--- src/rtl/liic_dn_link_bridge_if.sv ---
// Link-layer packet channel (data, start/end of packet, valid/ready) used for the
// high- and low-priority LIIC channels in both directions.
interface liic_dn_link_bridge_if #(
  parameter int W = 8
);
  logic [W-1:0] dat;
  logic         val;
  logic         sop;
  logic         eop;
  logic         rdy;

  modport master (output dat, val, sop, eop, input rdy);
  modport slave  (input dat, val, sop, eop, output rdy);
endinterface

--- src/rtl/liic_dn_link_bridge.sv ---
// Downstream LIIC bridge: MM slave tunnelled over the high-priority channel, stream over
// the low-priority channel, link reset supervision and CSRs. Define LIIC_DN_LINK_UPTIME_EN for UPTIME.
module liic_dn_link_bridge #(
  parameter int ST_WIDTH       = 8,
  parameter int CS_WIDTH       = 8,
  parameter int MM_MAXPENDRD   = 8,
  parameter int MM_BUSYTIMEOUT = 128,
  parameter int MM_RVALTIMEOUT = 128,
  parameter int LL_RSTLENGTH   = 5,
  parameter int LL_RSTPERIOD   = 25,
  parameter int CLK_FREQUENCY  = 2000
) (
  input  logic                clk,
  input  logic                rst,
  input  logic [3:0]          cs_addr,
  input  logic                cs_wreq,
  input  logic [CS_WIDTH-1:0] cs_wdat,
  input  logic                cs_rreq,
  output logic [CS_WIDTH-1:0] cs_rdat,
  output logic                cs_rval,
  output logic                cs_busy,
  input  logic [ST_WIDTH-1:0] mm_addr,
  input  logic                mm_wreq,
  input  logic [ST_WIDTH-1:0] mm_wdat,
  input  logic                mm_rreq,
  output logic [ST_WIDTH-1:0] mm_rdat,
  output logic                mm_rval,
  output logic                mm_busy,
  input  logic [ST_WIDTH-1:0] st_i_dat,
  input  logic                st_i_val,
  input  logic                st_i_eop,
  output logic                st_i_rdy,
  output logic [ST_WIDTH-1:0] st_o_dat,
  output logic                st_o_val,
  output logic                st_o_eop,
  input  logic                st_o_rdy,
  input  logic                ll_linkup,
  output logic                ll_reset,
  liic_dn_link_bridge_if.slave  llhp_i,
  liic_dn_link_bridge_if.master llhp_o,
  liic_dn_link_bridge_if.slave  lllp_i,
  liic_dn_link_bridge_if.master lllp_o
);
  localparam int PW = $clog2(MM_MAXPENDRD + 1);
  localparam int BW = $clog2(MM_BUSYTIMEOUT + 1);
  localparam int RW = $clog2(MM_RVALTIMEOUT + 1);
  localparam int LW = $clog2(LL_RSTPERIOD);

  typedef enum logic [1:0] {S_IDLE, S_HDR, S_ADDR, S_DATA} ser_state_t;

  ser_state_t          state, state_nxt;
  logic [ST_WIDTH-1:0] req_addr, req_wdat;
  logic                req_write, lp_first;
  logic [PW-1:0]       pending;
  logic [BW-1:0]       bto_cnt;
  logic [RW-1:0]       rto_cnt;
  logic [LW-1:0]       rst_cnt;
  logic [1:0]          ctrl;
  logic [CS_WIDTH-1:0] errcnt, uptime_sec, cs_rd_mux;
  logic [CS_WIDTH:0]   err_sum;
  logic req_any, busy_raw, accept, drop, rd_accept, rd_drop, resp, rto_hit, auto_run;
  logic unused_freq, unused_ok;

  // Low-priority channel is a straight pass-through; only sop needs state.
  assign lllp_o.dat = st_i_dat;
  assign lllp_o.val = st_i_val;
  assign lllp_o.eop = st_i_eop;
  assign lllp_o.sop = lp_first;
  assign st_i_rdy   = lllp_o.rdy;
  assign st_o_dat   = lllp_i.dat;
  assign st_o_val   = lllp_i.val;
  assign st_o_eop   = lllp_i.eop;
  assign lllp_i.rdy = st_o_rdy;

  // NOTE: state registers use non-blocking assignments so every flop samples pre-edge values.
  always_ff @(posedge clk) begin
    if (rst)                          lp_first <= 1'b1;
    else if (st_i_val && lllp_o.rdy)  lp_first <= st_i_eop;
  end

  assign req_any   = mm_wreq | mm_rreq;
  assign busy_raw  = (state != S_IDLE) | (mm_rreq & (pending == PW'(MM_MAXPENDRD))) | ~ll_linkup;
  assign drop      = req_any & busy_raw & (bto_cnt == BW'(MM_BUSYTIMEOUT));
  assign mm_busy   = busy_raw & ~drop;
  assign accept    = req_any & ~busy_raw;
  assign rd_accept = accept & ~mm_wreq;
  assign rd_drop   = drop & ~mm_wreq;

  always_ff @(posedge clk) begin
    if (rst) state <= S_IDLE;
    else     state <= state_nxt;
  end

  // NOTE: every signal written here gets a default first, so no path can infer a latch.
  always_comb begin
    state_nxt  = state;
    llhp_o.val = 1'b0;
    llhp_o.sop = 1'b0;
    llhp_o.eop = 1'b0;
    llhp_o.dat = '0;
    case (state)
      S_IDLE: if (accept) state_nxt = S_HDR;
      S_HDR: begin
        llhp_o.val = 1'b1;
        llhp_o.sop = 1'b1;
        llhp_o.dat = ST_WIDTH'(req_write);
        if (llhp_o.rdy) state_nxt = S_ADDR;
      end
      S_ADDR: begin
        llhp_o.val = 1'b1;
        llhp_o.eop = ~req_write;
        llhp_o.dat = req_addr;
        if (llhp_o.rdy) state_nxt = req_write ? S_DATA : S_IDLE;
      end
      S_DATA: begin
        llhp_o.val = 1'b1;
        llhp_o.eop = 1'b1;
        llhp_o.dat = req_wdat;
        if (llhp_o.rdy) state_nxt = S_IDLE;
      end
      default: state_nxt = S_IDLE;
    endcase
    // Losing the link aborts the packet; a read in flight stays counted as pending.
    if (!ll_linkup) state_nxt = S_IDLE;
  end

  always_ff @(posedge clk) begin
    if (rst) begin
      req_write <= 1'b0;
      req_addr  <= '0;
      req_wdat  <= '0;
    end else if (accept) begin
      req_write <= mm_wreq;
      req_addr  <= mm_addr;
      req_wdat  <= mm_wdat;
    end
  end

  // Busy timeout; a read waiting behind outstanding reads is not timed out.
  always_ff @(posedge clk) begin
    if (rst || !req_any || accept || drop)                          bto_cnt <= '0;
    else if (busy_raw && !(mm_rreq && !mm_wreq && pending != '0))   bto_cnt <= bto_cnt + 1'b1;
  end

  assign llhp_i.rdy = 1'b1;
  assign resp       = llhp_i.val & llhp_i.eop & (pending != '0);
  assign rto_hit    = (pending != '0) & (rto_cnt == RW'(MM_RVALTIMEOUT)) & ~resp;

  always_ff @(posedge clk) begin
    if (rst) pending <= '0;
    else     pending <= pending + PW'(rd_accept) - PW'(resp | rto_hit);
  end

  always_ff @(posedge clk) begin
    if (rst || resp || rto_hit || (rd_accept && pending == '0)) rto_cnt <= '0;
    else if (pending != '0)                                     rto_cnt <= rto_cnt + 1'b1;
  end

  always_ff @(posedge clk) begin
    if (rst) begin
      mm_rval <= 1'b0;
      mm_rdat <= '0;
    end else begin
      mm_rval <= resp | rto_hit | rd_drop;
      if (resp)                  mm_rdat <= llhp_i.dat;
      else if (rto_hit || rd_drop) mm_rdat <= '0;
    end
  end

  // Control/status registers.
  assign err_sum = {1'b0, errcnt} + (CS_WIDTH+1)'(drop) + (CS_WIDTH+1)'(rto_hit);

  always_ff @(posedge clk) begin
    if (rst) begin
      ctrl   <= 2'b10;
      errcnt <= '0;
    end else begin
      if (cs_wreq && cs_addr == 4'd0) ctrl <= cs_wdat[1:0];
      if (cs_wreq && cs_addr == 4'd3) errcnt <= '0;
      else                            errcnt <= err_sum[CS_WIDTH] ? '1 : err_sum[CS_WIDTH-1:0];
    end
  end

`ifdef LIIC_DN_LINK_UPTIME_EN
  localparam int TW = $clog2(CLK_FREQUENCY);
  logic [TW-1:0] tick_cnt;

  always_ff @(posedge clk) begin
    if (rst || !ll_linkup) begin
      tick_cnt   <= '0;
      uptime_sec <= '0;
    end else if (tick_cnt == TW'(CLK_FREQUENCY - 1)) begin
      tick_cnt <= '0;
      if (uptime_sec != '1) uptime_sec <= uptime_sec + 1'b1;
    end else begin
      tick_cnt <= tick_cnt + 1'b1;
    end
  end
  assign unused_freq = 1'b0;
`else
  assign uptime_sec  = '0;
  assign unused_freq = (CLK_FREQUENCY != 0);
`endif

  always_comb begin
    cs_rd_mux = '0;
    case (cs_addr)
      4'd0:    cs_rd_mux = CS_WIDTH'(ctrl);
      4'd1:    cs_rd_mux = CS_WIDTH'({pending != '0, ll_reset, ll_linkup});
      4'd2:    cs_rd_mux = uptime_sec;
      4'd3:    cs_rd_mux = errcnt;
      default: cs_rd_mux = '0;
    endcase
  end

  always_ff @(posedge clk) begin
    if (rst) begin
      cs_rval <= 1'b0;
      cs_rdat <= '0;
    end else begin
      cs_rval <= cs_rreq;
      if (cs_rreq) cs_rdat <= cs_rd_mux;
    end
  end
  assign cs_busy = 1'b0;

  // Link reset: forced, or periodic pulses while the link is down and auto-reset is on.
  assign auto_run = ctrl[1] & ~ctrl[0] & ~ll_linkup;

  always_ff @(posedge clk) begin
    if (rst || !auto_run) rst_cnt <= '0;
    else                  rst_cnt <= (rst_cnt == LW'(LL_RSTPERIOD - 1)) ? '0 : rst_cnt + 1'b1;
  end
  assign ll_reset = rst | ctrl[0] | (auto_run & (rst_cnt < LW'(LL_RSTLENGTH)));

  assign unused_ok = ^{lllp_i.sop, llhp_i.sop, cs_wdat[CS_WIDTH-1:2], unused_freq};
endmodule

--- src/flat_wrapper.sv ---
// flat-port wrapper written by rule: the top's interface ports become plain ports
module liic_dn_link_bridge_flat 
#(
  parameter int ST_WIDTH       = 8,
  parameter int CS_WIDTH       = 8,
  parameter int MM_MAXPENDRD   = 8,
  parameter int MM_BUSYTIMEOUT = 128,
  parameter int MM_RVALTIMEOUT = 128,
  parameter int LL_RSTLENGTH   = 5,
  parameter int LL_RSTPERIOD   = 25,
  parameter int CLK_FREQUENCY  = 2000
)
  (clk, rst, cs_addr, cs_wreq, cs_wdat, cs_rreq, cs_rdat, cs_rval, cs_busy, mm_addr, mm_wreq, mm_wdat, mm_rreq, mm_rdat, mm_rval, mm_busy, st_i_dat, st_i_val, st_i_eop, st_i_rdy, st_o_dat, st_o_val, st_o_eop, st_o_rdy, ll_linkup, ll_reset, llhp_i_dat, llhp_i_val, llhp_i_sop, llhp_i_eop, llhp_i_rdy, llhp_o_dat, llhp_o_val, llhp_o_sop, llhp_o_eop, llhp_o_rdy, lllp_i_dat, lllp_i_val, lllp_i_sop, lllp_i_eop, lllp_i_rdy, lllp_o_dat, lllp_o_val, lllp_o_sop, lllp_o_eop, lllp_o_rdy);
  liic_dn_link_bridge_if #(.W((8))) llhp_i_i ();
  liic_dn_link_bridge_if #(.W((8))) llhp_o_i ();
  liic_dn_link_bridge_if #(.W((8))) lllp_i_i ();
  liic_dn_link_bridge_if #(.W((8))) lllp_o_i ();
  input  logic clk;
  input  logic rst;
  input  logic [3:0] cs_addr;
  input  logic cs_wreq;
  input  logic [CS_WIDTH-1:0] cs_wdat;
  input  logic cs_rreq;
  output logic [CS_WIDTH-1:0] cs_rdat;
  output logic cs_rval;
  output logic cs_busy;
  input  logic [ST_WIDTH-1:0] mm_addr;
  input  logic mm_wreq;
  input  logic [ST_WIDTH-1:0] mm_wdat;
  input  logic mm_rreq;
  output logic [ST_WIDTH-1:0] mm_rdat;
  output logic mm_rval;
  output logic mm_busy;
  input  logic [ST_WIDTH-1:0] st_i_dat;
  input  logic st_i_val;
  input  logic st_i_eop;
  output logic st_i_rdy;
  output logic [ST_WIDTH-1:0] st_o_dat;
  output logic st_o_val;
  output logic st_o_eop;
  input  logic st_o_rdy;
  input  logic ll_linkup;
  output logic ll_reset;
  input wire logic [$bits(llhp_i_i.dat)-1:0] llhp_i_dat;
  input wire logic [$bits(llhp_i_i.val)-1:0] llhp_i_val;
  input wire logic [$bits(llhp_i_i.sop)-1:0] llhp_i_sop;
  input wire logic [$bits(llhp_i_i.eop)-1:0] llhp_i_eop;
  output wire logic [$bits(llhp_i_i.rdy)-1:0] llhp_i_rdy;
  output wire logic [$bits(llhp_o_i.dat)-1:0] llhp_o_dat;
  output wire logic [$bits(llhp_o_i.val)-1:0] llhp_o_val;
  output wire logic [$bits(llhp_o_i.sop)-1:0] llhp_o_sop;
  output wire logic [$bits(llhp_o_i.eop)-1:0] llhp_o_eop;
  input wire logic [$bits(llhp_o_i.rdy)-1:0] llhp_o_rdy;
  input wire logic [$bits(lllp_i_i.dat)-1:0] lllp_i_dat;
  input wire logic [$bits(lllp_i_i.val)-1:0] lllp_i_val;
  input wire logic [$bits(lllp_i_i.sop)-1:0] lllp_i_sop;
  input wire logic [$bits(lllp_i_i.eop)-1:0] lllp_i_eop;
  output wire logic [$bits(lllp_i_i.rdy)-1:0] lllp_i_rdy;
  output wire logic [$bits(lllp_o_i.dat)-1:0] lllp_o_dat;
  output wire logic [$bits(lllp_o_i.val)-1:0] lllp_o_val;
  output wire logic [$bits(lllp_o_i.sop)-1:0] lllp_o_sop;
  output wire logic [$bits(lllp_o_i.eop)-1:0] lllp_o_eop;
  input wire logic [$bits(lllp_o_i.rdy)-1:0] lllp_o_rdy;
  assign llhp_i_i.dat = llhp_i_dat;
  assign llhp_i_i.val = llhp_i_val;
  assign llhp_i_i.sop = llhp_i_sop;
  assign llhp_i_i.eop = llhp_i_eop;
  assign llhp_i_rdy = llhp_i_i.rdy;
  assign llhp_o_dat = llhp_o_i.dat;
  assign llhp_o_val = llhp_o_i.val;
  assign llhp_o_sop = llhp_o_i.sop;
  assign llhp_o_eop = llhp_o_i.eop;
  assign llhp_o_i.rdy = llhp_o_rdy;
  assign lllp_i_i.dat = lllp_i_dat;
  assign lllp_i_i.val = lllp_i_val;
  assign lllp_i_i.sop = lllp_i_sop;
  assign lllp_i_i.eop = lllp_i_eop;
  assign lllp_i_rdy = lllp_i_i.rdy;
  assign lllp_o_dat = lllp_o_i.dat;
  assign lllp_o_val = lllp_o_i.val;
  assign lllp_o_sop = lllp_o_i.sop;
  assign lllp_o_eop = lllp_o_i.eop;
  assign lllp_o_i.rdy = lllp_o_rdy;
  liic_dn_link_bridge #(.ST_WIDTH(ST_WIDTH), .CS_WIDTH(CS_WIDTH), .MM_MAXPENDRD(MM_MAXPENDRD), .MM_BUSYTIMEOUT(MM_BUSYTIMEOUT), .MM_RVALTIMEOUT(MM_RVALTIMEOUT), .LL_RSTLENGTH(LL_RSTLENGTH), .LL_RSTPERIOD(LL_RSTPERIOD), .CLK_FREQUENCY(CLK_FREQUENCY)) u_core (.clk(clk), .rst(rst), .cs_addr(cs_addr), .cs_wreq(cs_wreq), .cs_wdat(cs_wdat), .cs_rreq(cs_rreq), .cs_rdat(cs_rdat), .cs_rval(cs_rval), .cs_busy(cs_busy), .mm_addr(mm_addr), .mm_wreq(mm_wreq), .mm_wdat(mm_wdat), .mm_rreq(mm_rreq), .mm_rdat(mm_rdat), .mm_rval(mm_rval), .mm_busy(mm_busy), .st_i_dat(st_i_dat), .st_i_val(st_i_val), .st_i_eop(st_i_eop), .st_i_rdy(st_i_rdy), .st_o_dat(st_o_dat), .st_o_val(st_o_val), .st_o_eop(st_o_eop), .st_o_rdy(st_o_rdy), .ll_linkup(ll_linkup), .ll_reset(ll_reset), .llhp_i(llhp_i_i), .llhp_o(llhp_o_i), .lllp_i(lllp_i_i), .lllp_o(lllp_o_i));
endmodule
--- config.mk ---
export PLATFORM = sky130hd
export DESIGN_NAME = liic_dn_link_bridge_flat
export DESIGN_NICKNAME = d
export VERILOG_FILES = /design/src/rtl/liic_dn_link_bridge_if.sv /design/src/rtl/liic_dn_link_bridge.sv /design/src/flat_wrapper.sv
export SDC_FILE = /design/constraint.sdc
export NUM_CORES = 1
export LEC_CHECK = 0
export ABC_AREA = 1
export CORE_MARGIN = 3
export CORE_UTILIZATION = 51
export CTS_BUF_LIST = sky130_fd_sc_hd__clkbuf_8
export CTS_CLUSTER_SIZE = 30
export DETAILED_ROUTE_END_ITERATION = 16
export PLACE_DENSITY = 0.87
export SYNTH_ARGS = -nofsm -noshare
export SYNTH_HDL_FRONTEND = slang
export SYNTH_SLANG_ARGS = --single-unit
--- constraint.sdc ---
create_clock -name clk -period 5.5 [get_ports clk]
set_input_delay 1.1 -clock clk [delete_from_list [all_inputs] [get_ports clk]]
set_output_delay 1.1 -clock clk [all_outputs]
set_load 0.005 [all_outputs]
* After elaboration in Yosys (flattened, before gate mapping)
Cells that the tools add are included.
Widths: inputs -> output; s select.
** Operators by class
- Add/subtract/negate cells :: 7
- Multipliers :: 0
- Divide/modulo/power cells :: 0
- Magnitude comparators :: 1
- Equal/unequal tests :: 13
- Shift-type cells :: 0
- Mux-type cells :: 14
- Bitwise gates (word level) :: 29
- Reductions and logical operators :: 30
** Operator list (number)
- $pmux 8 s3 :: 2
- $mux 8 :: 3
- $add 8x1->8 const B :: 2
- $eq 8x8->1 const B :: 2
- $and 1x1->1 :: 14
- $mux 2 :: 5
- $add 8x1->9 :: 1
- $add 9x1->9 :: 1
- $logic_not 4->1 :: 2
- $logic_or 1x1->1 :: 8
- $or 1x1->1 :: 8
- $pmux 2 s4 :: 1
- $logic_and 1x1->1 :: 7
- $not 1->1 :: 7
- $ne 2x2->1 const B :: 3
- $reduce_or 2->1 :: 3
- $add 5x1->5 const B :: 1
- $eq 5x5->1 const B :: 1
- $lt 5x3->1 const B :: 1
- $add 4x1->4 :: 1
- $eq 2x2->1 const B :: 2
- $eq 4x1->1 const B :: 1
- $eq 4x2->1 const B :: 1
- $eq 4x4->1 const B :: 1
- other kinds (11) :: 16
** Storage, ports and cells
- Flip-flop bits (word level) :: 73
- Bits in latches :: 0
- Bits in writable memories :: 0
- Memory bits (read-only) :: 0
- Output and inout port bits :: 56
- Word-level logic and storage cells :: 109
- Memories :: 0

* Logic depth before layout (Yosys ltp)
Gate-level depths: netlist of run 1.
- Word-level depth :: 10
- Gate-level depth with buffers :: 19
- Depth with buffers taken out :: 19

* Worst setup path after synthesis of run 1
Ideal clock, no wire load.
- Path type :: input to register
- From :: input mm_rreq
- To :: register u_core.errcnt[5]
- Setup time :: 0.056 ns
- Arrival time :: 2.822 ns
- Slack :: 2.622 ns
- Stages :: 17
- Buffers on the path :: 0
- Path through :: nand2_1 -> inv_1 -> nand2_2 -> nand2_4 -> nand2_2 -> inv_1 -> nand2_1 -> fa_1 -> inv_1 -> ha_1 -> nand3_1 -> nor3_2 -> and2_1 -> nand2_1 -> o21ai_0 -> nand2_1 -> inv_1
** On the way
- Word-level cells in the longest chain between the ends :: 8
- Elaborated cells on any way between the ends :: 9
** Ends and longest elaborated chain
- start, declared :: RTL line flat_wrapper.sv:30 : input logic mm_rreq;
- $and 1x1->1 :: RTL line liic_dn_link_bridge.sv:82 : assign busy_raw = (state != S_IDLE) | (mm_rreq & (pending == PW'(MM_MAXPENDRD))) | ~ll_linkup;
- $or 1x1->1 (2 in a row) :: RTL line liic_dn_link_bridge.sv:82
- $and 1x1->1 (*) (2 in a row) :: RTL line liic_dn_link_bridge.sv:83 : assign drop = req_any & busy_raw & (bto_cnt == BW'(MM_BUSYTIMEOUT));
- $add 8x1->9 (*) :: RTL line liic_dn_link_bridge.sv:171 : assign err_sum = {1'b0, errcnt} + (CS_WIDTH+1)'(drop) + (CS_WIDTH+1)'(rto_hit);
- $add 9x1->9 (*) :: RTL line liic_dn_link_bridge.sv:171
- $mux 8 (*) :: RTL line liic_dn_link_bridge.sv:180 : else errcnt <= err_sum[CS_WIDTH] ? '1 : err_sum[CS_WIDTH-1:0];
- end signal, assigned :: RTL line liic_dn_link_bridge.sv:180
- end, declared :: RTL line liic_dn_link_bridge.sv:59 : logic [CS_WIDTH-1:0] errcnt, uptime_sec, cs_rd_mux;
Mark *: on every way between the ends. The rest lies on a longest branch, timed or not.
A chain may end at the register's enable or synchronous reset.

* Worst setup path after layout of run 1
- From :: input mm_rreq
- To :: output mm_busy
** On the way
- Word-level cells in the longest chain between the ends :: 7
- Elaborated cells on any way between the ends :: 8
** Ends and longest elaborated chain
- $and 1x1->1 :: RTL line liic_dn_link_bridge.sv:82
- $or 1x1->1 (2 in a row) :: RTL line liic_dn_link_bridge.sv:82
- $and 1x1->1 (2 in a row) :: RTL line liic_dn_link_bridge.sv:83
- $not 1->1 :: RTL line liic_dn_link_bridge.sv:84 : assign mm_busy = busy_raw & ~drop;
- $and 1x1->1 (*) :: RTL line liic_dn_link_bridge.sv:84
- end, declared :: RTL line flat_wrapper.sv:33 : output logic mm_busy;
Marked as above.

==> results of run 1 <==
[sequential cells by signal, indices dropped and copies added (netlist names)]
signal / flops
u_core.req_write: 1
u_core.req_addr: 8
u_core.lllp_o.sop: 1
u_core.errcnt: 8
u_core.cs_rdat: 8
u_core.req_wdat: 8
u_core.bto_cnt: 8
u_core.mm_rval: 1
u_core.pending: 4
u_core.rto_cnt: 8
u_core.cs_rval: 1
u_core.state: 2
u_core.rst_cnt: 5
u_core.ctrl: 2
u_core.mm_rdat: 8
[worst max-delay path, cell delays in order]
cell and delay [ns]:
clkdlybuf4s50_1 0.55, nand2_1 0.07, inv_1 0.07, nand2_2 0.08, nand2_4 0.10, a21boi_0 0.23
clkdlybuf4s50_1 0.55
[cell type report]
cell class	count	area, sq um
Clock buffer	10	138
Clock inverter	5	80.1
Fill cell	583	2350
Inverter	80	300
Multi-Input combinational cell	312	1680
Sequential cell	73	1460
Tap cell	96	120
Timing Repair Buffer	78	778
[worst max path at each step]
stage	to	slack [ns]	cells past startpoint
finish	mm_busy	1.65	7
global route	mm_busy	1.53	7
CTS	mm_busy	1.63	7
detailed placement	mm_busy	1.62	7
global placement	mm_busy	1.64	7
floorplan	u_core.errcnt[5]	2.62	17
[cell families (layout without fill, tap and decap cells)]
family	Yosys count	count (layout)	share of synthesized area
adders and majority gates	15	15	0.0551
AOI/OAI and AO/OA	102	102	0.150
other	2	2	0.00204
xor gates and xnor gates	8	8	0.0191
DFF	73	73	0.398
and+or+nand+nor	185	185	0.231
buffers and inverters	114	173	0.145
[power breakdown]
| group | switching [mW] | internal, mW |
|---|---|---|
| sequential | 0.0273 | 0.578 |
| combinational | 0.186 | 0.136 |
| clock | 0.194 | 0.264 |
[routing by layer]
metal	wire, um	global-route usage
met1	3290	0.211
met2	3860	0.342
met3	428	0.0475
met4	70	0.0766
met5	0	0
[placed cells by master, fill, tap and decap left out, types with 4 or more instances in the layout]
cell type        synthesis  routed
a21oi_1                 54      54
clkbuf_8                 0      10
clkdlybuf4s50_1          0      77
dfxtp_1                 73      73
ha_1                    13      13
inv_1                   76      76
inv_2                    4       4
nand2_1                 89      89
nand3_1                 36      36
nor2_1                  36      36
nor3_1                   4       4
o21ai_0                 32      32
o22ai_1                  7       7
xor2_1                   6       6
==> impl_results.md, run 1 <==
- Fin util: 0.660
- First-pass GRT wire length: 13.0 mm
- CP required: 4.40 ns
- Initial antenna violation count: 0
- CORE AREA: 6910 sq um
- Post-route cell area: 4560 sq um
- WS Path Type: in2out
- Ant diodes: 0
- Number of synthesis warnings: 0
- Setup crit start: mm_rreq
- Slew headroom: 0.516
- Worst-margin pin slew: 0.725 ns
- PostCTS Resize Cnt: 0
- Die height: 90.9 um
- Clock-pin slew on the worst setup and hold paths: roughly 0.07 ns
- Post-synth top area share: 0.398
- Die ar.: 8260 sq um
- PnR Total Power: between 1 and 1.5 mW
- CTS Hold Buffers Added: 0
- TritonCTS clock tree: built
- Worst hold stages: 2
- Reg2reg path depth: 15
- Cell Count, Final, Fillers Out: 654
- Htree depth: 3
- DR vias/cell: around 4.9
- Count leader, synth: nand2_1
- Number of global-route vias before repair: 3087
- EDFF count, synth: 0
- 1st-pass router iterations: 4
- R2R Path End: u_core.errcnt[5]
- Avg Cell Area, Syn: 7.37 sq um
- Period utilisation layout: 0.700
- DRC violations left: 0
- Largest net degree at the start of global routing: 36
- Setup Skew: 0.00817 ns
- Status: complete, no violations
- Routed len/inst: 11.7 um
- R2r setup slk: 2.83 ns
- Syn nets: between 500 and 600
- Largest area contributor in the netlist: dfxtp_1
- GP Congestion: between 0.9 and 1
- Hpwl dp: 5.76 mm
- Die width: a little over 90 um
- Clk Latency, worst-skew pair: 0.35 ns
- Sequential area share after synthesis: 0.398
- Sink Count: 73
- Lkg Pwr: ~1.8 nW
- Post-route ant nets: 0
- Dpl cell area: ~4300 sq um
- Overflow after GRT: 0
- Pwr dens: 304 nW/um^2
- F_max: around 260 MHz
- Worst Hold End: u_core.req_addr[3]
- Setup ws final: about 1.7 ns
- Distinct cells, synth: 40
- # setup viols final: 0
- Num rows: 30
- Hold_sp: u_core.req_addr[3]
- Synthesized area: 3680 sq um
- Num CTS Buffers: 9
- Largest cells by area after synthesis: dfxtp_1 40%, nand2_1 9.1%, inv_1 7.8%, a21oi_1 7.4%, buf_4 5.1%
- Total track usage: 0.189
- NumNets Final: 639
- Prevailing post-synth register cell: dfxtp_1
- Iteration-0 DRC Markers: 138
- Root Buffer: clkbuf_8
- Crit path time final: 3.85 ns
- Startpoint Class: input port
- Initial core utilization: 0.532
- R2r startpoint: u_core.bto_cnt[0]
- Worst setup EP type: output port
- WL final: 7.65 mm
- Post-CTS Setup Inserts: 0
- Setup TNS: 0 ns
- Max-slew violations: 0
- VDD IR max: 177 uV
- Syn Inst Count: around 500
- Hold Crit Class: reg2reg
- Min Hold Slack: 0.456 ns
- #FFs+latches synth: 73
- Max-cap check violation count: 0
- Post-synth top cells: 89 x nand2_1, 76 x inv_1, 73 x dfxtp_1
- WP data arrival: ~2.8 ns
- Post-synth ARST share: 0
- CTS max path bufs: 2
- Pre-CTS WS: 1.62 ns
- Fraction of layout cells with a size suffix above 1: 0.0663
- Placed cells: 639
- Area grow syn2layout: 24.0%
- CP max FO: 4
- I/O Pins: about 130
- RSZ-0062 raised after global routing: no
- PortBufs: 77
- Vias post-DR: 3216
- Final hold violations: 0
Note: power is estimated with default switching activity, not from simulation.
==> inputs of run 2 (changes only) <==
--- a/config.mk
+++ b/config.mk
@@ -7,11 +7,11 @@
 export LEC_CHECK = 0
 export ABC_AREA = 1
 export CORE_MARGIN = 3
-export CORE_UTILIZATION = 51
+export CORE_UTILIZATION = 47
 export CTS_BUF_LIST = sky130_fd_sc_hd__clkbuf_8
 export CTS_CLUSTER_SIZE = 30
 export DETAILED_ROUTE_END_ITERATION = 16
-export PLACE_DENSITY = 0.87
+export PLACE_DENSITY = 0.8
 export SYNTH_ARGS = -nofsm -noshare
 export SYNTH_HDL_FRONTEND = slang
 export SYNTH_SLANG_ARGS = --single-unit
==> constraint.sdc (replaced) <==
create_clock -name clk -period 4 [get_ports clk]
set_input_delay 0.8 -clock clk [delete_from_list [all_inputs] [get_ports clk]]
set_output_delay 0.8 -clock clk [all_outputs]
set_load 0.005 [all_outputs]
==> impl_results.md, run 2 (synthesis gave the netlist of run 1 again) <==
- R2r setup slk: 1.24 ns (-1.59 ns)
- WP data arrival: 2.47 ns (-0.28 ns)
- Status: complete, no violations
- WL final: 8.02 mm (+4.8%)
- Sink Count: 73 (unchanged)
- DRC violations left: 0 (unchanged)
- Vias post-DR: 3289 (+2.3%)
- Pwr dens: 407 nW/um^2 (+34%)
- Crit path cell chain: clkdlybuf4s50_1 > nand2_1 > inv_1 > nand2_2 > nand2_4 > a21boi_0 > clkdlybuf4s50_1
- Post-route cell area: 4550 sq um (-0.25%)
- Total track usage: 0.185 (-0.00418)
- VDD IR max: 221 uV (+24%)
- Post-CTS Setup Inserts: 0 (unchanged)
- Worst-margin pin slew: 0.787 ns (+0.0616 ns)
- Fillcell total: 661 (+13%)
- Routed len/inst: 12.2 um (+4.2%)
- Reg2reg path depth: 14 (-1)
- CTS max path bufs: 2 (unchanged)
- Htree depth: 3 (unchanged)
- CP max FO: 4 (unchanged)
- Commonest non-fill, non-tap cell in the layout: nand2_1
- Hold Crit Class: reg2reg
- CP required: 3.20 ns (-1.20 ns)
- Num CTS Buffers: 9 (unchanged)
- NumNets Final: 640 (+0.16%)
- Crit path time final: 3.27 ns
- Max-slew violations: 0 (unchanged)
- Placed cells: 643 (+0.63%)
- DR vias/cell: 5.00 (+1.6%)
- Setup ws final: 0.725 ns (-0.926 ns)
- Cell Count, Final, Fillers Out: 658 (+0.61%)
- Post-route ant nets: 0 (unchanged)
- Die height: 94.4 um (+3.9%)
- Footprint of the multi-input gates: 1680 sq um (unchanged)
- Num rows: 31 (+3.3%)
- Die width: 94.4 um (+3.9%)
- Dpl cell area: 4350 sq um (+0.26%)
- Startpoint Class: input port
- CP max stage cell: clkdlybuf4s50_1
- Fraction of layout cells with a size suffix above 1: 0.0662 (-0.000119)
- Number of global-route vias before repair: 3070 (-0.55%)
- RSZ-0062 raised after global routing: no
- Area grow syn2layout: 23.7%
- Max-cap check violation count: 0 (unchanged)
- Setup Skew: 0.00773 ns (-0.000439 ns)
- Die ar.: 8920 sq um (+7.9%)
- Overflow after GRT: 0 (unchanged)
- Fin util: 0.614 (-0.0462)
- Largest net degree at the start of global routing: 36 (unchanged)
- Period utilisation layout: 0.819
- Reg area: 1460 sq um (unchanged)
- Initial core utilization: 0.496 (-0.0360)
- Setup TNS: 0 ns (unchanged)
- Crit path top cell by count: clkdlybuf4s50_1
- Ant diodes: 0 (unchanged)
- 1st-pass router iterations: 4 (unchanged)
- Pre-CTS WS: 0.492 ns (-1.13 ns)
- First-pass GRT wire length: 13.2 mm (+1.7%)
- PortBufs: 77 (unchanged)
- Clock-pin slew on the worst setup and hold paths: 0.07 ns (about the same)
- F_max: 305 MHz
- # setup viols final: 0 (unchanged)
- Lkg Pwr: 1.81 nW (-0.24%)
- Initial antenna violation count: 0 (unchanged)
- Most frequent cells in the layout: 89 x nand2_1, 77 x inv_1, 77 x clkdlybuf4s50_1
- PostCTS Resize Cnt: 0 (unchanged)
- Hpwl dp: 5.89 mm (+2.3%)
- TritonCTS clock tree: built
- Slew headroom: 0.475 (-0.0411)
- CORE AREA: 7410 sq um (+7.3%)
- Worst hold stages: 2 (unchanged)
- GP Congestion: 0.837 (-8.4%)
- Final hold violations: 0 (unchanged)
- Clk Latency, worst-skew pair: 0.35 ns (about the same)
- I/O Pins: 126 (unchanged)
- Root Buffer: clkbuf_8
- Worst setup EP type: output port
- CTS Hold Buffers Added: 0 (unchanged)
- WS Path Type: in2out
- CP peak stage delay: 0.56 ns (about the same)
- Iteration-0 DRC Markers: 123 (-11%)
-- run 2: cell type report --
| type | instances | share of cell area |
|---|---|---|
| Timing Repair Buffer | 79 | 0.173 |
| Clock inverter | 5 | 0.0127 |
| Sequential cell | 73 | 0.321 |
| Multi-Input combinational cell | 312 | 0.370 |
| Clock buffer | 10 | 0.0303 |
| Tap cell | 99 | 0.0272 |
| Inverter | 80 | 0.0660 |
-- run 2: path summary, 6_finish.rpt --
path / start / to
min: u_core.req_wdat[4] / u_core.req_wdat[4]
max reg2reg: u_core.pending[2] / u_core.errcnt[5]
min reg2reg: u_core.req_wdat[4] / u_core.req_wdat[4]
max: mm_rreq / mm_busy
-- run 2: layer usage --
layer,part of all wire,vias up,GRT usage
met4,0.015,0,0.0927
met5,0,-,0
met2,0.48,95,0.319
met1,0.44,1492,0.217
met3,0.057,12,0.0382
li1,-,1690,-
-- run 2: critical path: cells and delay by family --
family          cells  cell delay, ns
compound gates      1            0.24
buf+inv             3            1.17
simple gates        3            0.26
-- run 2: power by group --
group	total, mW	switching, mW	internal (mW)
clock network	0.566	0.266	0.300
logic	0.453	0.263	0.190
registers	0.831	0.0366	0.794
-- run 2: through the flow --
stage | total power [mW] | hold slack (ns)
finish | 1.85 | 0.455
global route | 1.97 | 0.477
CTS | 1.87 | 0.457
detailed placement | 1.30 | 0.446
global placement | 1.27 | 0.440
floorplan | 1.17 | 0.429
==> inputs of run 3 (changes only) <==
==> constraint.sdc (replaced) <==
create_clock -name clk -period 3.2 [get_ports clk]
set_input_delay 0.64 -clock clk [delete_from_list [all_inputs] [get_ports clk]]
set_output_delay 0.64 -clock clk [all_outputs]
set_load 0.005 [all_outputs]
==> impl_results.md, run 3 (synthesis gave the netlist of run 1 again) <==
- Status: complete, no violations
- DR vias/cell: 4.93 (-1.3%)
- Clk Latency, worst-skew pair: 0.34 ns (about the same)
- CTS Hold Buffers Added: 0 (unchanged)
- Vias post-DR: 3281 (-0.24%)
- Fillcell total: 645 (-2.4%)
- PnR Total Power: 2.36 mW (+27%)
- Commonest non-fill, non-tap cell in the layout: nand2_1
- WS Path Type: in2out
- Global Route met3 Usage: 0.0454 (+0.00717)
- Startpoint Class: input port
- GP Congestion: 0.837 (about the same)
- DRC violations left: 0 (unchanged)
- Die width: 94.4 um (unchanged)
- R2r startpoint: u_core.bto_cnt[0]
- Initial core utilization: 0.496 (unchanged)
- Ant diodes: 0 (unchanged)
- Total track usage: 0.190 (+0.00457)
- Max-slew violations: 0 (unchanged)
- Num CTS Buffers: 9 (unchanged)
- Critical Path End: mm_busy
- Dpl cell area: 4400 sq um (+1.0%)
- Fraction of layout cells with a size suffix above 1: 0.0777 (+0.0115)
- Hpwl dp: 6.02 mm (+2.2%)
- Post-CTS Setup Inserts: 0 (unchanged)
- Lkg Pwr: 1.85 nW (+2.1%)
- Num rows: 31 (unchanged)
- Reg2reg path depth: 15 (+1)
- Clock-pin slew on the worst setup and hold paths: 0.08 ns (about the same)
- VDD IR max: 260 uV (+18%)
- Number of global-route vias before repair: 3102 (+1.0%)
- Root Buffer: clkbuf_8
- CP max FO: 3 (-1)
- Hold Crit Class: reg2reg
- Worst setup EP type: output port
- Slew headroom: 0.530 (+0.0545)
- R2R Path End: u_core.errcnt[5]
- Die height: 94.4 um (unchanged)
- Period utilisation layout: 0.898
- GR Util met2: 0.329 (+0.00946)
- Crit path cell chain: clkdlybuf4s50_1 > buf_4 > inv_1 > nand2_1 > buf_4 > a21boi_0 > clkdlybuf4s50_1
- CP peak stage delay: 0.54 ns (-0.02 ns)
- Most Used Layer, Global Route: met2
- Setup TNS: 0 ns (unchanged)
- CP required: 2.56 ns (-0.64 ns)
- Setup Skew: 0.00413 ns (-0.00360 ns)
- Most frequent cells in the layout: 89 x nand2_1, 77 x inv_1, 77 x clkdlybuf4s50_1
- PostCTS Resize Cnt: 0 (unchanged)
- PortBufs: 77 (unchanged)
- Routed len/inst: 12.1 um (-0.89%)
- CORE AREA: 7410 sq um (unchanged)
- Met1 Use GR: 0.221 (+0.00371)
- R2r setup slk: 0.62 ns (-0.62 ns)
- First-pass GRT wire length: 13.5 mm (+2.5%)
- TritonCTS clock tree: built
- RSZ-0062 raised after global routing: no
- CTS max path bufs: 2 (unchanged)
- Pre-CTS WS: 0.0590 ns (-0.433 ns)
- Initial antenna violation count: 0 (unchanged)
- Overflow after GRT: 0 (unchanged)
- Htree depth: 3 (unchanged)
- Final hold violations: 0 (unchanged)
- F_max: between 300 and 400 MHz
- Setup ws final: 0.326 ns (-0.399 ns)
- Sink Count: 73 (unchanged)
- Die ar.: 8920 sq um (unchanged)
- Max-cap check violation count: 0 (unchanged)
- WP data arrival: 2.23 ns (-0.24 ns)
- NumNets Final: 646 (+0.94%)
- Pwr dens: 512 nW/um^2 (+26%)
- Iteration-0 DRC Markers: 112 (-8.9%)
- Setup crit start: mm_rreq
- I/O Pins: 126 (unchanged)
- Largest net degree at the start of global routing: 35 (-2.8%)
- CP max stage cell: clkdlybuf4s50_1
- WL final: 8.04 mm (+0.16%)
- Post-route ant nets: 0 (unchanged)
- Area grow syn2layout: 25.2%
- Hold_sp: u_core.req_addr[3]
- Post-route cell area: 4600 sq um (+1.2%)
- Crit path time final: between 2 and 3 ns
- 1st-pass router iterations: 4 (unchanged)
- # setup viols final: 0 (unchanged)
- Worst-margin pin slew: 0.695 ns (-0.0919 ns)
==> run 3: final cells by class <==
type,count,area (sq um),share of cell area
multi-input cells,312,1680,0.365
inverters,80,300,0.0652
clock buffers,10,138,0.0299
flip-flops and latches,73,1460,0.317
repair buffers,85,831,0.180
clock inverters,6,67.6,0.0147
well taps,99,124,0.0269
==> run 3: worst max-delay path: cells and delay by family <==
family / cells / cell delay [ns]
AOI/OAI and AO/OA: 1 / 0.21
buffers and inverters: 5 / 1.31
and+or+nand+nor: 1 / 0.07
==> run 3: per-layer routing <==
metal  share of wire  wire [um]
met5               0          0
met3           0.058        466
met2            0.49       3930
met4           0.019        153
met1            0.43       3480
==> run 3: worst min path at each step <==
stage               cells past startpoint                  to  slack (ns)
floorplan                               2  u_core.req_addr[0]        0.43
global placement                        2  u_core.req_wdat[6]        0.44
detailed placement                      2  u_core.req_addr[6]        0.45
CTS                                     2  u_core.req_addr[6]        0.46
global route                            2  u_core.req_addr[6]        0.48
finish                                  2  u_core.req_addr[3]        0.45
==> run 3: where the power goes <==
part	internal [mW]	switching [mW]	total [mW]
sequential	0.993	0.0452	1.04
combinational	0.254	0.331	0.585
clock	0.384	0.351	0.735
total	1.63	0.727	2.36
==> run 3: metrics by stage <==
stage | std cells | util | hold slack, ns
global placement | 649 | 0.594 | 0.436
finish | 665 | 0.621 | 0.454
CTS | 665 | 0.621 | 0.456
detailed placement | 649 | 0.594 | 0.445
global route | 665 | 0.621 | 0.483
floorplan | 499 | - | 0.429
